--- src/rtl/mux_sched_pkg.sv ---
// Shared types and helpers for the round-robin 16:1 mux scheduler.
// rr_pick scans req starting at ptr and wrapping mod 16, returning the first hit.
package mux_sched_pkg;

   localparam int N_REQ = 16;
   localparam int SEL_W = 4;

   typedef enum logic {
      IDLE,
      GRANT
   } state_t;

   typedef struct packed {
      logic             found;
      logic [SEL_W-1:0] idx;
   } pick_t;

   // Walks the offsets from highest to lowest so the closest requester after ptr is written last and wins.
   function automatic pick_t rr_pick(input logic [N_REQ-1:0] req, input logic [SEL_W-1:0] ptr);
      pick_t            p;
      logic [SEL_W-1:0] k;
      p.found = 1'b0;
      p.idx   = ptr;
      for (int j = N_REQ - 1; j >= 0; j--) begin
         k = ptr + SEL_W'(j);
         if (req[k]) begin
            p.found = 1'b1;
            p.idx   = k;
         end
      end
      return p;
   endfunction

endpackage

--- src/rtl/mux_16x1.sv ---
// Plain 16:1 single-bit multiplexer shared by the scheduler.
module mux_16x1 (
   input  logic [15:0] i,
   input  logic [3:0]  s,
   output logic        out
);

   assign out = i[s];

endmodule

--- src/rtl/mux_16x1_rr_sched.sv ---
// Round-robin scheduler driving the 16:1 mux select, holding each grant for up to HOLD
// accepted beats and handing over to the next requester without an idle cycle.
module mux_16x1_rr_sched
   import mux_sched_pkg::*;
#(
   parameter int HOLD = 4
) (
   input  logic              clk,
   input  logic              rst_n,
   input  logic [N_REQ-1:0]  req,
   input  logic [N_REQ-1:0]  i,
   input  logic              out_ready,
   output logic [SEL_W-1:0]  s,
   output logic [N_REQ-1:0]  gnt,
   output logic              out_valid,
   output logic              out
);

   localparam logic [7:0] LAST_BEAT = 8'(HOLD - 1);

   state_t           state, state_nxt;
   logic [SEL_W-1:0] s_nxt, ptr, ptr_nxt, arb_ptr;
   logic [N_REQ-1:0] gnt_nxt;
   logic [7:0]       cnt, cnt_nxt;
   logic             xfer, release_now, mux_out;
   pick_t            pick;

   assign out_valid   = (state == GRANT) && req[s];
   assign xfer        = out_valid && out_ready;
   assign release_now = (state == GRANT) && ((xfer && (cnt == LAST_BEAT)) || !req[s]);

   // On release the search starts just past the outgoing requester, making it lowest priority.
   assign arb_ptr = release_now ? s + 4'd1 : ptr;
   assign pick    = rr_pick(req, arb_ptr);

   always_comb begin
      state_nxt = state;
      s_nxt     = s;
      gnt_nxt   = gnt;
      ptr_nxt   = ptr;
      cnt_nxt   = cnt;
      case (state)
         IDLE: begin
            gnt_nxt = '0;
            if (pick.found) begin
               state_nxt = GRANT;
               s_nxt     = pick.idx;
               gnt_nxt   = N_REQ'(1) << pick.idx;
               cnt_nxt   = 8'd0;
            end
         end
         GRANT: begin
            if (release_now) begin
               ptr_nxt = arb_ptr;
               if (pick.found) begin
                  s_nxt   = pick.idx;
                  gnt_nxt = N_REQ'(1) << pick.idx;
                  cnt_nxt = 8'd0;
               end else begin
                  state_nxt = IDLE;
                  gnt_nxt   = '0;
               end
            end else if (xfer) begin
               cnt_nxt = cnt + 8'd1;
            end
         end
      endcase
   end

   always_ff @(posedge clk or negedge rst_n) begin
      if (!rst_n) begin
         state <= IDLE;
         s     <= '0;
         gnt   <= '0;
         ptr   <= '0;
         cnt   <= '0;
      end else begin
         state <= state_nxt;
         s     <= s_nxt;
         gnt   <= gnt_nxt;
         ptr   <= ptr_nxt;
         cnt   <= cnt_nxt;
      end
   end

   mux_16x1 u_mux (
      .i   (i),
      .s   (s),
      .out (mux_out)
   );

   assign out = mux_out & out_valid;

endmodule

--- config.mk ---
export PLATFORM = sky130hd
export DESIGN_NAME = mux_16x1_rr_sched
export DESIGN_NICKNAME = d
export VERILOG_FILES = /design/src/rtl/mux_sched_pkg.sv /design/src/rtl/mux_16x1.sv /design/src/rtl/mux_16x1_rr_sched.sv
export SDC_FILE = /design/constraint.sdc
export NUM_CORES = 1
export LEC_CHECK = 0
export ABC_AREA = 1
export BUFFER_PORTS_ARGS = -buffer_cell sky130_fd_sc_hd__clkbuf_2
export CAP_MARGIN = 15
export CELL_PAD_IN_SITES_DETAIL_PLACEMENT = 2
export CELL_PAD_IN_SITES_GLOBAL_PLACEMENT = 2
export CORE_MARGIN = 4
export CORE_UTILIZATION = 33
export DETAILED_ROUTE_END_ITERATION = 6
export PLACE_DENSITY = 0.88
export SETUP_SLACK_MARGIN = 0.4
export SLEW_MARGIN = 20
export SYNTH_ARGS = -nofsm -noshare
export SYNTH_HDL_FRONTEND = slang
export SYNTH_SLANG_ARGS = --single-unit
--- constraint.sdc ---
create_clock -name clk -period 9.9 [get_ports clk]
set_clock_uncertainty 0.2 [all_clocks]
set_input_delay 0.99 -clock clk [delete_from_list [all_inputs] [get_ports clk]]
set_output_delay 0.99 -clock clk [all_outputs]
set_load 0.02 [all_outputs]
==> flow_summary_export.csv <==
group,metric,value,unit
status,status,"finished, final reports clean",
clock_tree,cts.sinks,33,
grt,grt_overflow_total,0,
synthesis,async_reset_ff_frac,1.00,
timing,maxSlewViolCount,0,
flow_run,maxCapViolCount,0,
clock_tree,cts_buffer_depth,2,
setup_path,slowest_delay,0.71,ns
drt,drt_iter0_drc,193,
timing,slew_headroom,0.415,
synthesis,synth_top_area_frac,0.217,
setup_path,critPathKind,"flop to flop",
synthesis,synthesis.nets,709,
final_layout,n_antenna_cell,0,
die,io_pins,57,
clock_tree,clk_latency,0.29,ns
clock_tree,clockRootBuffer,"clkbuf_16",
synthesis,ys_seq_area_frac,0.210,
synthesis,ys.flop_type,"dfrtp_1",
setup_path,cp.required,9.92,ns
grt,grt_pass1_wl,28.3,mm
timing,max_freq,0.159,GHz
drt,vias,4729,
setup_path,critPathMaxFanout,19,
clock_tree,clk_pin_slew,0.06,ns
placement,hpwl,13.3,mm
timing,tightestPinTransition,0.877,ns
final_layout,drive_gt1_frac,0.195,
drt,drc_errors,0,
clock_tree,post-cts-setup-buffer-count,0,
grt,grt_pass1_vias,5303,
grt,grt_start_max_net_pins,34,
die,initial_core_util,0.341,
synthesis,synth-seq-cells,33,
setup_path,crit_top_cell,"nand2_1",
timing,finalCriticalPeriod,6.29,ns
clock_tree,postCtsHoldBufs,0,
synthesis,synth_warnings,0,
final_layout,final_common_cell,"nand2_1",
synthesis,synth_edf_count,0,
die,rows,39,
die,die_w,117,um
drt,avgRoutedWirePerCell,20.5,um
synthesis,postSynthAreaPerCell,5.90,sq um
final_layout,nNetsFinal,757,
placement,io_buffers,56,
timing,hold_violations,0,
synthesis,ys_types,41,
clock_tree,tritoncts,"yes",
setup_path,cp_slowest_cell,"dfrtp_1",
timing,rsz0062_at_grt,"false",
final_layout,layout_common_cells,"nand2_1 (227), nand3_1 (104), inv_1 (84), clkbuf_2 (56), dfrtp_1 (33)",
clock_tree,cts_max_level,2,
timing,finalWorstSetupSlack,3.61,ns
setup_path,crit_path_end_kind,"flop",
setup_path,cp.arrival,6.31,ns
final_layout,area_delta_synth_final,12.6,%
final_layout,design_area,0.00442,sq mm
placement,pre_cts_slack,3.69,ns
die,core_area,0.0115,sq mm
die,die-area,0.0137,sq mm
worst_hold_path,hp-class,"flop to flop",
timing,fin_crit_sh,0.635,
synthesis,syn_inst,665,
timing,tns,0,ns
placement,place_congestion,0.974,
drt,drt-pass1-iter-count,4,
synthesis,netlist_area,0.00393,sq mm
final_layout,fillers,1452,
drt,ant_nets,0,
timing,setup_violations,0,
clock_tree,cts_made_buffers,5,
drt,drt-total-wl,17.6,mm
grt,grt_use_total,0.266,
synthesis,yosysTopAreaCell,"nand2_1",
clock_tree,cts_resized,0,
synthesis,synth_area_leaders,"nand2_1 (22%), dfrtp_1 (21%), nand3_1 (13%)",
drt,via_per_inst,5.52,
die,die_h,117,um
setup_path,startpoint_type,"flop",
placement,place_area,0.00428,sq mm
grt,antenna_found_initial,0,
==> kinds of logic (layout without fill, tap and decap cells) <==
| logic type | after synthesis | count (layout) | synth area share |
|---|---|---|---|
| AND/OR/NAND/NOR | 423 | 423 | 0.498 |
| buffers and inverters | 119 | 168 | 0.129 |
| AO/OA/AOI/OAI | 76 | 76 | 0.119 |
| flip-flops | 33 | 33 | 0.210 |
| adder cells (fa/ha/maj) | 9 | 9 | 0.0287 |
| XOR/XNOR | 5 | 5 | 0.0150 |
==> cells in the mapped netlist, types with 6 or more instances <==
master,instances
dfrtp_1,33
nor2_2,7
nand2_1,227
nor2_1,32
o21bai_1,8
nand2_2,22
ha_1,9
a31oi_1,9
a21oi_1,19
nand3_1,104
o21ai_0,23
nand3_2,14
inv_2,16
inv_1,84
buf_6,6
==> metrics by stage <==
stage,cells,hold slack (ns),util
6_report,857,0.304,0.384
5_1_grt,857,0.343,0.384
4_1_cts,857,0.310,0.384
3_5_place_dp,849,0.274,0.371
3_3_place_gp,849,0.261,0.371
2_1_floorplan,665,0.237,-
==> routing by layer <==
metal,routed length [um],global-route usage
met1,7800,0.346
met2,8980,0.479
met3,534,0.0221
met4,293,0.0581
met5,0,0
==> cell type report <==
cell class | count | area, sq um | share of cell area
clock buffers | 5 | 125 | 0.0283
multi-input cells | 513 | 2590 | 0.586
flip-flops and latches | 33 | 826 | 0.187
repair buffers | 58 | 295 | 0.0668
well taps | 143 | 179 | 0.0405
inverters | 102 | 385 | 0.0872
clock inverters | 3 | 17.5 | 0.00396
==> critical path, delay by kind of cell, from the launching register on <==
family / cells / cell delay, ns
buf+inv: 6 / 1.54
compound gates: 2 / 0.67
flops: 1 / 0.71
simple gates: 19 / 2.56
fa+ha+maj: 1 / 0.49
==> flip-flops by register name, summed over array words and instances (netlist names) <==
signal and flops:
gnt 16, cnt 8, ptr 4, s 4
state 1
==> worst paths after layout <==
| kind | startpoint | endpoint | slack, ns | cells past startpoint |
|---|---|---|---|---|
| setup / recovery | s[1]$_DFFE_PN0P_ | gnt[6]$_DFFE_PN0N_ | 3.61 | 28 |
| hold / removal | gnt[10]$_DFFE_PN0N_ | gnt[10]$_DFFE_PN0N_ | 0.30 | 2 |
| setup reg to reg | s[1]$_DFFE_PN0P_ | gnt[6]$_DFFE_PN0N_ | 3.61 | 28 |
| hold reg to reg | gnt[10]$_DFFE_PN0N_ | gnt[10]$_DFFE_PN0N_ | 0.30 | 2 |
| max in group asynchronous | rst_n | cnt[6]$_DFFE_PN0P_ | 8.34 | 1 |
| min in group asynchronous | rst_n | gnt[5]$_DFFE_PN0N_ | 0.62 | 1 |
Power is not shown: default switching activity piles up to over one toggle a cycle in this logic, so the estimate is an artifact.
